===== src/rtl/fpu_unpack_pipe.sv =====
// rtl/fpu_unpack_pipe.sv - two-stage IEEE-754 operand unpacker with valid/ready on both sides
// Macro FPU_UNPACK_DENORM_EN: when defined, denormals are normalised instead of flushed to zero.
module fpu_unpack_pipe #(
  parameter int EXP_W  = 8,
  parameter int FRAC_W = 23,
  parameter int TAG_W  = 4
) (
  input  logic                  clk,
  input  logic                  rst,
  input  logic                  in_valid,
  output logic                  in_ready,
  input  logic [EXP_W+FRAC_W:0] in_data,
  input  logic [TAG_W-1:0]      in_tag,
  output logic                  out_valid,
  input  logic                  out_ready,
  output logic                  out_sign,
  output logic [EXP_W:0]        out_exp,
  output logic [FRAC_W:0]       out_mant,
  output logic [TAG_W-1:0]      out_tag,
  output logic                  out_is_zero,
  output logic                  out_is_inf,
  output logic                  out_is_nan,
  output logic                  out_is_snan,
  output logic                  out_is_denorm
);
  localparam logic [EXP_W:0] BIAS = {2'b00, {(EXP_W-1){1'b1}}};

  logic              in_sign;
  logic [EXP_W-1:0]  in_e;
  logic [FRAC_W-1:0] in_f;
  logic              e_max, e_zero, f_zero;

  assign {in_sign, in_e, in_f} = in_data;
  assign e_max  = &in_e;
  assign e_zero = ~|in_e;
  assign f_zero = ~|in_f;

  logic              s1_v;
  logic              s1_sign;
  logic [EXP_W-1:0]  s1_e;
  logic [FRAC_W-1:0] s1_f;
  logic [TAG_W-1:0]  s1_tag;
  logic              s1_zero, s1_inf, s1_nan, s1_snan, s1_denorm;

  logic s1_rdy, s2_rdy;

  assign s2_rdy   = !out_valid || out_ready;
  assign s1_rdy   = !s1_v || s2_rdy;
  assign in_ready = s1_rdy;

  // S1: capture the raw fields and classify
  always_ff @(posedge clk) begin
    if (rst) begin
      s1_v      <= 1'b0;
      s1_sign   <= 1'b0;
      s1_e      <= '0;
      s1_f      <= '0;
      s1_tag    <= '0;
      s1_zero   <= 1'b0;
      s1_inf    <= 1'b0;
      s1_nan    <= 1'b0;
      s1_snan   <= 1'b0;
      s1_denorm <= 1'b0;
    end else if (s1_rdy) begin
      s1_v <= in_valid;
      if (in_valid) begin
        s1_sign   <= in_sign;
        s1_e      <= in_e;
        s1_f      <= in_f;
        s1_tag    <= in_tag;
        s1_zero   <= e_zero && f_zero;
        s1_inf    <= e_max && f_zero;
        s1_nan    <= e_max && !f_zero;
        s1_snan   <= e_max && !f_zero && !in_f[FRAC_W-1];
        s1_denorm <= e_zero && !f_zero;
      end
    end
  end

  logic [EXP_W:0]  n_exp;
  logic [FRAC_W:0] n_mant;
  logic            n_zero;

`ifdef FPU_UNPACK_DENORM_EN
  localparam int             LZ_W = $clog2(FRAC_W + 1);
  localparam logic [EXP_W:0] ONE  = {{EXP_W{1'b0}}, 1'b1};
  logic [LZ_W-1:0] lz;
  logic            lz_found;
`endif

  // S2 datapath: exponent unbias and mantissa normalisation
  always_comb begin
    n_exp  = '0;
    n_mant = '0;
    n_zero = s1_zero;
`ifdef FPU_UNPACK_DENORM_EN
    lz       = '0;
    lz_found = 1'b0;
    for (int i = FRAC_W - 1; i >= 0; i--) begin
      if (!lz_found) begin
        if (s1_f[i]) lz_found = 1'b1;
        else         lz = lz + LZ_W'(1);
      end
    end
`endif
    if (s1_nan) begin
      n_mant = {1'b1, s1_f};
    end else if (s1_denorm) begin
`ifdef FPU_UNPACK_DENORM_EN
      n_mant = {s1_f, 1'b0} << lz;
      n_exp  = ONE - BIAS - {{(EXP_W+1-LZ_W){1'b0}}, lz} - ONE;
`else
      n_zero = 1'b1;
`endif
    end else if (!s1_zero && !s1_inf) begin
      n_exp  = {1'b0, s1_e} - BIAS;
      n_mant = {1'b1, s1_f};
    end
  end

  always_ff @(posedge clk) begin
    if (rst) begin
      out_valid     <= 1'b0;
      out_sign      <= 1'b0;
      out_exp       <= '0;
      out_mant      <= '0;
      out_tag       <= '0;
      out_is_zero   <= 1'b0;
      out_is_inf    <= 1'b0;
      out_is_nan    <= 1'b0;
      out_is_snan   <= 1'b0;
      out_is_denorm <= 1'b0;
    end else if (s2_rdy) begin
      out_valid <= s1_v;
      if (s1_v) begin
        out_sign      <= s1_sign;
        out_exp       <= n_exp;
        out_mant      <= n_mant;
        out_tag       <= s1_tag;
        out_is_zero   <= n_zero;
        out_is_inf    <= s1_inf;
        out_is_nan    <= s1_nan;
        out_is_snan   <= s1_snan;
        out_is_denorm <= s1_denorm;
      end
    end
  end

endmodule


===== config.mk =====
export PLATFORM = sky130hd
export DESIGN_NAME = fpu_unpack_pipe
export DESIGN_NICKNAME = d
export VERILOG_FILES = /design/src/rtl/fpu_unpack_pipe.sv
export SDC_FILE = /design/constraint.sdc
export NUM_CORES = 1
export LEC_CHECK = 0
export BUFFER_PORTS_ARGS = -buffer_cell sky130_fd_sc_hd__buf_4
export CAP_MARGIN = 20
export CORE_ASPECT_RATIO = 0.6
export CORE_MARGIN = 3
export CORE_UTILIZATION = 45
export CTS_CLUSTER_SIZE = 25
export DETAILED_ROUTE_END_ITERATION = 16
export PLACE_DENSITY = 0.7
export SLEW_MARGIN = 0
export SYNTH_ARGS = -nofsm -noshare
export SYNTH_HDL_FRONTEND = slang
export SYNTH_SLANG_ARGS = --single-unit
export TNS_END_PERCENT = 100

===== constraint.sdc =====
create_clock -name clk -period 2.4 [get_ports clk]
set_input_delay 0.24 -clock clk [delete_from_list [all_inputs] [get_ports clk]]
set_output_delay 0.24 -clock clk [all_outputs]
set_load 0.05 [all_outputs]

==> results.sh, run 1 <==
export IMPL_die_height_um=70.6
export IMPL_die_w_um=114
export IMPL_drv_cap=0
export IMPL_powerDensity_nw_per_um2=818
export IMPL_post_route_period_util_pct=75.0
export IMPL_total_power_w=0.00344
export IMPL_setup_violations=0
export IMPL_leakage_nw=1.73
export IMPL_antenna_left=0
export IMPL_io_pins=85
export IMPL_synth_area_leaders="dfxtp_1, nand2_1, a21oi_1"
export IMPL_stdcell_count=542
export IMPL_drt_pass1_iter_count=5
export IMPL_syn_avg_cell_area_um2=8.39
export IMPL_yosysTopAreaCell="dfxtp_1"
export IMPL_tns_ns=0
export IMPL_pre_cts_ws_ns=0.609
export IMPL_critPathLaunchType="flip-flop"
export IMPL_wl_um=8060
export IMPL_clk_latency_ns=0.34
export IMPL_grt_pass1_wl_um=13300
export IMPL_critPathMaxFanout=5
export IMPL_globalplace_congestion=0.768
export IMPL_synth_edf_count=0
export IMPL_wl_per_cell_um=14.9
export IMPL_final_cell_mix="nand2_1, buf_4, dfxtp_1, a21oi_1, nor2_1"
export IMPL_root_buffer="clkbuf_16"
export IMPL_grt_pass1_vias=2661
export IMPL_syn_to_final_growth_pct=34.5
export IMPL_numCtsBuffers=9
export IMPL_grt_ovfl_total=0
export IMPL_htreeDepth=3
export IMPL_rsz0062_at_grt="no"
export IMPL_synth_top_area_share_pct=55.0
export IMPL_clk_pin_slew_ns=0.06
export IMPL_crit_type="reg -> reg"
export IMPL_fmax_mhz=555
export IMPL_hold_buffers=0
export IMPL_crit_arrival_ns=2.07
export IMPL_required_ns=2.67
export IMPL_fin_ws_ns=0.599
export IMPL_avgViaCountPerCell=5.35
export IMPL_io_buffers=84
export IMPL_antenna_found_initial=0
export IMPL_vias=2899
export IMPL_slew_viol_final=0
export IMPL_post_cts_buffers=0
export IMPL_tightest_slew_ns=0.757
export IMPL_cts_buffer_depth=2
export IMPL_synth_cell_types=33
export IMPL_cts_sinks=86
export IMPL_synth_seq_area_share_pct=55.0
export IMPL_grt_total_usage_pct=20.7
export IMPL_dp_cells=526
export IMPL_cts_resized=0
export IMPL_start_util_pct=48.8
export IMPL_drc=0
export IMPL_synth_nets=414
export IMPL_first_iter_violations=200
export IMPL_ys_ff_latch=86
export IMPL_maxSlewHeadroom_pct=49.3
export IMPL_place_hpwl_um=5610
export IMPL_antenna_cells=0
export IMPL_synth_cells=373
export IMPL_fin_crit_ns=1.80
export IMPL_finalHoldViolations=0
export IMPL_async_reset_ff_share_pct=0
export IMPL_final_net_count=494
export IMPL_cts_tree="built"
export IMPL_num_rows=22
export IMPL_ir_drop_mv=0.313
export IMPL_syn_area_um2=3130
export IMPL_core_um2=6410
export IMPL_layout_drive_gt1_share_pct=24.5
export IMPL_hp_class="in -> reg"
export IMPL_layout_commonest_cell="nand2_1"
export IMPL_worstSetupEndpointType="flip-flop"
export IMPL_fin_skew_ns=0.00747
export IMPL_yosysWarnings=0
export IMPL_die_area_um2=8020
export IMPL_grt_max_degree=53
export IMPL_status="completed"
export IMPL_synthFlopType="dfxtp_1"
[cell families (layout without fill, tap and decap cells)]
family | count (synthesis) | count (layout) | share of synthesized area (%)
simple gates | 163 | 163 | 21.8
compound gates | 92 | 92 | 18.4
flops | 86 | 86 | 55.0
buf+inv | 27 | 112 | 3.32
xor+xnor | 4 | 4 | 1.12
fa+ha+maj | 1 | 1 | 0.400
[sequential cells by signal (all words and copies together), names as in the netlist, 4 cells and up]
signal,cells
out_exp,9
out_mant,24
out_tag,4
s1_e,8
s1_f,23
s1_tag,4
[worst max-delay path, cell delays in order (launching register included)]
cell	delay, ns
dfxtp_1	0.34
or4_1	0.53
or3_1	0.37
or3_1	0.38
a21oi_2	0.12
[cell type report]
type	instances	area (um2)
tap	84	105
clock buffer	11	233
multi-input combinational	260	1320
timing repair buffer	92	703
clock inverter	5	108
fill	550	2210
inverter	4	15.0
sequential	86	1720
[synth_stat cells (2+ instances only)]
cell type and n:
xnor2_1 3, clkbuf_1 21, a22oi_1 27, a21oi_1 51
nand4_1 4, nor4_1 8, dfxtp_1 86, o21ai_0 2
or3_1 3, nor2_1 36, nor3_1 4, nand2_1 98
a22o_1 3, inv_1 4, nand3b_1 2, buf_2 2
nand3_1 3
[stage by stage]
stage	cell area [um2]	hold WS, ns	utilization, %
floorplan	3130	0.376	-
global placement	3870	0.440	60.3
detailed placement	3870	0.446	60.3
CTS	4210	0.141	65.6
global route	4210	0.146	65.6
finish	4210	0.152	65.6
[path summary, 6_finish.rpt]
kind | cells after the start | startpoint | slack [ns] | to
worst max-delay path | 4 | s1_denorm | 0.60 | out_exp[8]
worst max register to register | 4 | s1_denorm | 0.60 | out_exp[8]
worst min-delay path | 3 | in_tag[1] | 0.15 | s1_tag[1]
worst min register to register | 2 | s1_snan | 0.45 | out_is_snan
[report_power, final]
part / switching (W) / internal [W] / total (W)
Clock: 0.000554 / 0.00102 / 0.00158
Sequential: 0.0000366 / 0.00148 / 0.00152
Combinational: 0.000220 / 0.000128 / 0.000347
[routing by layer]
layer | global-route usage (%) | share of wire (%)
met2 | 28.6 | 42
met4 | 6.00 | 1.1
met3 | 7.52 | 9.4
met1 | 30.1 | 47
met5 | 0 | 0
Power figures use the tool's default switching activity.
==> run 2, diff against run 1 <==
Settings changed: ABC_AREA set to 1, PLACE_DENSITY 0.7 to 0.72.
Clock period 2.4 ns to 1.46 ns, I/O delays scaled along.
==> results.sh, run 2 <==
export IMPL_fin_skew_ns=0.00615
export IMPL_slew_viol_final=0
export IMPL_cts_tree="built"
export IMPL_multi_input_area_um2=1410
export IMPL_fmax_mhz=759
export IMPL_syn_area_um2=3370
export IMPL_status="completed"
export IMPL_ir_drop_mv=0.763
export IMPL_syn_avg_cell_area_um2=7.77
export IMPL_powerDensity_nw_per_um2=1280
export IMPL_reg_largest_list="out_mant x24, s1_f x23, out_exp x9"
export IMPL_yosysWarnings=0
export IMPL_r2r_start="s1_v"
export IMPL_final_util_pct=62.8
export IMPL_avgViaCountPerCell=4.97
export IMPL_largest_register_ffs=24
export IMPL_rsz0062_at_grt="no"
export IMPL_crit_type="reg -> reg"
export IMPL_yosysTopAreaCell="dfxtp_1"
export IMPL_antenna_cells=0
export IMPL_layout_drive_gt1_share_pct=23.6
export IMPL_max_flop_register="out_mant"
export IMPL_layout_commonest_cell="nor2_1"
export IMPL_post_route_period_util_pct=90.3
export IMPL_hp_class="in -> reg"
export IMPL_final_cell_mix="nor2_1, buf_4, dfxtp_1, nand2_1, a21oi_1"
export IMPL_hp_start="in_data[31]"
export IMPL_numCtsBuffers=9
export IMPL_stdcell_count=618
export IMPL_cp_cell_sequence="nand3_4 -> nand2_8 -> inv_6 -> buf_4 -> nor2_1 -> nor2_1"
export IMPL_cpMostUsedCell="nor2_1"
export IMPL_slowest_delay_ns=0.42
export IMPL_antenna_left=0
export IMPL_tns_ns=0
export IMPL_fin_ws_ns=0.142
export IMPL_critPathSlowestCell="dfxtp_1"
export IMPL_synth_cells=434
export IMPL_synth_nets=475
export IMPL_io_buffers=84
export IMPL_finalHoldViolations=0
export IMPL_cts_sinks=86
export IMPL_place_hpwl_um=5960
export IMPL_drc=0
export IMPL_setup_violations=0
export IMPL_cts_buffer_depth=2
export IMPL_synthFlopType="dfxtp_1"
export IMPL_critPathLaunchType="flip-flop"
export IMPL_grt_max_degree=42
export IMPL_antenna_found_initial=0
export IMPL_grt_pass1_vias=2916
export IMPL_grt_total_usage_pct=20.3
export IMPL_tightest_slew_ns=0.440
export IMPL_post_cts_buffers=0
export IMPL_core_um2=6960
export IMPL_vias=3069
export IMPL_leakage_nw=1.85
export IMPL_synth_area_leaders="dfxtp_1, nor2_1, a21oi_1"
export IMPL_globalplace_congestion=0.861
export IMPL_synth_seq_area_share_pct=51.1
export IMPL_synth_cell_types=26
export IMPL_grt_pass1_wl_um=13800
export IMPL_pre_cts_ws_ns=0.123
export IMPL_worstSetupEndpointType="flip-flop"
export IMPL_critPathMaxFanout=26
export IMPL_synth_edf_count=0
export IMPL_drt_pass1_iter_count=4
export IMPL_start_util_pct=48.4
export IMPL_crit_arrival_ns=1.55
export IMPL_die_area_um2=8600
export IMPL_ys_ff_latch=86
export IMPL_synth_common_cells="nor2_1, dfxtp_1, nand2_1, a21oi_1, o21ai_0"
export IMPL_fin_crit_ns=1.32
export IMPL_register_area_um2=1720
export IMPL_final_net_count=554
export IMPL_wl_um=8340
export IMPL_yosysMostFrequentCell="nor2_1"
export IMPL_syn_to_final_growth_pct=29.6
export IMPL_synth_top_area_share_pct=51.1
export IMPL_grt_ovfl_total=0
export IMPL_root_buffer="clkbuf_16"
export IMPL_die_height_um=73.1
export IMPL_drv_cap=0
export IMPL_maxSlewHeadroom_pct=70.7
export IMPL_required_ns=1.69
export IMPL_clk_pin_slew_ns=0.06
export IMPL_critPathLaunch="s1_v"
export IMPL_clk_latency_ns=0.34
export IMPL_num_rows=23
export IMPL_die_w_um=118
export IMPL_total_power_w=0.00558
export IMPL_async_reset_ff_share_pct=0
export IMPL_fill_cells=636
export IMPL_dp_cells=602
export IMPL_wl_per_cell_um=13.5
export IMPL_first_iter_violations=226
export IMPL_hold_buffers=0
export IMPL_htreeDepth=3
export IMPL_io_pins=85
[run 2: metrics by stage]
step                      hold WS (ns)  cell area, um2
after global routing            0.0611            4370
after floorplan                  0.294            3370
after detailed placement         0.410            4070
final                           0.0601            4370
after global placement           0.400            4070
after CTS                       0.0532            4370
[run 2: where the power goes]
group | switching [W] | internal, W | total, W
logic | 0.000470 | 0.000262 | 0.000732
registers | 0.0000753 | 0.00248 | 0.00255
clock network | 0.000885 | 0.00142 | 0.00230
total | 0.00143 | 0.00415 | 0.00558
[run 2: critical path: cells and delay by family, from the launching register on]
family	cells	cell delay, ns
and+or+nand+nor	4	0.48
DFF	1	0.42
buffers and inverters	2	0.30
[run 2: area by class of cell]
cell class / count / area share (%)
clock buffer: 13 / 5.95
inverter: 19 / 1.80
multi-input combinational: 304 / 32.2
clock inverter: 3 / 0.973
timing repair buffer: 93 / 16.8
sequential: 86 / 39.4
tap: 100 / 2.86
[run 2: final timing paths]
| check | end | slack (ns) | cells past startpoint |
|---|---|---|---|
| setup / recovery | s1_f[11] | 0.14 | 6 |
| hold / removal | s1_sign | 0.06 | 3 |
| setup reg to reg | s1_f[11] | 0.14 | 6 |
| hold reg to reg | out_exp[6] | 0.46 | 2 |
[run 2: logic make-up after synthesis]
group                      synth area share (%)
adders and majority gates                 0.371
DFF                                        51.1
AOI/OAI and AO/OA                          15.3
and+or+nand+nor                            25.8
buffers and inverters                      7.24
xor gates and xnor gates                  0.260
[run 2: routing by layer]
layer  wire (um)  up-vias  GRT usage (%)  part of all wire, %
li1            -     1573              -                    -
met1        3850     1386           26.2                   46
met2        3730      106           32.3                   45
met3         714        4           7.90                  8.6
met4          41        0           4.94                 0.49
met5           0        -              0                    0
[run 2: repair_timing]
| action | CTS | global route |
|---|---|---|
| endpoints found under the hold margin | 0 | 0 |
| resized for setup | 0 | 1 |
| endpoints found under the setup margin | 0 | 6 |
==> run 3, diff against run 2 <==
Settings changed: ABC_AREA 1 to unset, PLACE_DENSITY 0.72 to 0.73.
==> results.sh, run 3 (synthesized netlist as in run 1, its figures left out) <==
export IMPL_status="complete, but fails checks"
export IMPL_violations="negative setup slack"
export IMPL_clk_pin_slew_ns=0.07
export IMPL_pwr_share_comb_pct=12.3
export IMPL_crit_type="reg -> reg"
export IMPL_avgViaCountPerCell=5.32
export IMPL_critPathMaxFanout=2
export IMPL_crit_family="simple AND/OR/NAND/NOR gates"
export IMPL_wl_um=8540
export IMPL_cp_cell_sequence="or4_4 -> or3_4 -> or3_1 -> a21oi_2"
export IMPL_grt_pass1_wl_um=13300
export IMPL_grt_max_degree=42
export IMPL_layout_drive_gt1_share_pct=32.6
export IMPL_cts_sinks=86
export IMPL_power_switching_w=0.00138
export IMPL_fin_crit_ns=1.69
export IMPL_fin_ws_ns=-0.235
export IMPL_critPathSlowestCell="or4_4"
export IMPL_required_ns=1.73
export IMPL_tightest_slew_ns=0.418
export IMPL_clk_latency_ns=0.33
export IMPL_leakage_nw=1.85
export IMPL_largest_register_ffs=24
export IMPL_first_iter_violations=131
export IMPL_grt_pass1_vias=2755
export IMPL_syn_to_final_growth_pct=43.9
export IMPL_swShare_pct=25.5
export IMPL_io_pins=85
export IMPL_setup_violations=27
export IMPL_root_buffer="clkbuf_16"
export IMPL_antenna_left=0
export IMPL_place_area_um2=4030
export IMPL_hp_class="in -> reg"
export IMPL_grt_ovfl_total=0
export IMPL_numCtsBuffers=9
export IMPL_layout_commonest_cell="buf_4"
export IMPL_reg_largest_list="out_mant x24, s1_f x23, out_exp x9"
export IMPL_seqPwrFrac_pct=46.3
export IMPL_grt_total_usage_pct=20.8
export IMPL_die_w_um=114
export IMPL_drv_cap=0
export IMPL_die_area_um2=8020
export IMPL_post_route_period_util_pct=116
export IMPL_io_buffers=84
export IMPL_vias=3007
export IMPL_place_hpwl_um=5680
export IMPL_critPathLaunchType="flip-flop"
export IMPL_htreeDepth=3
export IMPL_globalplace_congestion=0.864
export IMPL_drc=0
export IMPL_slew_viol_final=0
export IMPL_worstSetupEndpointType="flip-flop"
export IMPL_crit_arrival_ns=1.96
export IMPL_antenna_found_initial=0
export IMPL_max_flop_register="out_mant"
export IMPL_num_rows=22
export IMPL_maxSlewHeadroom_pct=71.9
export IMPL_cts_tree="built"
export IMPL_p_int_w=0.00402
export IMPL_pre_cts_ws_ns=-0.272
export IMPL_clkPwrFrac_pct=41.4
export IMPL_finalHoldViolations=0
export IMPL_final_util_pct=70.2
export IMPL_slowest_delay_ns=0.53
export IMPL_start_util_pct=48.8
export IMPL_wl_per_cell_um=15.1
export IMPL_core_um2=6410
export IMPL_cts_buffer_depth=2
export IMPL_cp_num_buf_inv=0
export IMPL_ir_drop_mv=0.608
export IMPL_stdcell_area_um2=4500
export IMPL_fill_cells=531
export IMPL_rsz0062_at_grt="yes"
export IMPL_antenna_cells=0
export IMPL_drt_pass1_iter_count=4
export IMPL_powerDensity_nw_per_um2=1200
export IMPL_die_height_um=70.6
export IMPL_fin_skew_ns=0.00921
export IMPL_final_net_count=517
export IMPL_final_cell_mix="buf_4, nand2_1, dfxtp_1, a21oi_1, nor2_1"
export IMPL_fmax_mhz=590
[run 3: final cells by class]
class	count	area, um2	area share, %
inverters	4	15.0	0.333
flip-flops and latches	86	1730	38.4
well taps	84	105	2.33
repair buffers	115	953	21.2
multi-input cells	260	1400	31.1
clock inverters	5	38.8	0.861
clock buffers	11	264	5.86
[run 3: power by group through the flow]
stage               Clock, W  Sequential (W)  Combinational [W]
global placement           0         0.00254           0.000600
finish               0.00224         0.00250           0.000663
CTS                  0.00228         0.00249           0.000651
detailed placement         0         0.00254           0.000610
global route         0.00237         0.00251           0.000717
floorplan                  0         0.00265           0.000240
[run 3: layer usage]
| metal | vias to the layer above | track usage (%) | routed length, um |
|---|---|---|---|
| met3 | 2 | 8.29 | 759 |
| met4 | 0 | 5.20 | 29 |
| met5 | - | 0 | 0 |
| li1 | 1488 | - | - |
| met1 | 1423 | 27.8 | 3910 |
| met2 | 94 | 31.6 | 3840 |
[run 3: path summary, 6_finish.rpt]
path	startpoint	to	slack [ns]	cells after the start
min	in_data[10]	s1_f[10]	0.06	3
max	s1_denorm	out_exp[8]	-0.23	4
min reg2reg	out_is_inf	out_is_inf	0.45	2
max reg2reg	s1_denorm	out_exp[8]	-0.23	4
[run 3: worst reg2reg max path: cells and delay by family, from the launching register on]
kind | cells | cell delay [ns]
and+or+nand+nor | 3 | 1.21
AOI/OAI and AO/OA | 1 | 0.11
DFF | 1 | 0.32
[run 3: through the flow]
step                setup TNS [ns]  cells  power [W]  hold slack (ns)
finish                       -3.55    565    0.00540           0.0642
global placement             -4.79    543    0.00314            0.396
detailed placement           -6.02    543    0.00315            0.405
CTS                          -5.44    564    0.00542           0.0549
floorplan                    -9.57    373    0.00289            0.282
global route                 -5.78    565    0.00560           0.0602
[run 3: what timing repair did]
| item | CTS | global route |
|---|---|---|
| gates resized for setup | 6 | 19 |
| buffers inserted | 3 | 2 |
| cloned | 2 | 1 |
| endpoints found under the setup margin | 50 | 43 |
| pin swaps | 2 | 17 |
| hold buffers | 0 | 0 |
| endpoints found under the hold margin | 0 | 0 |
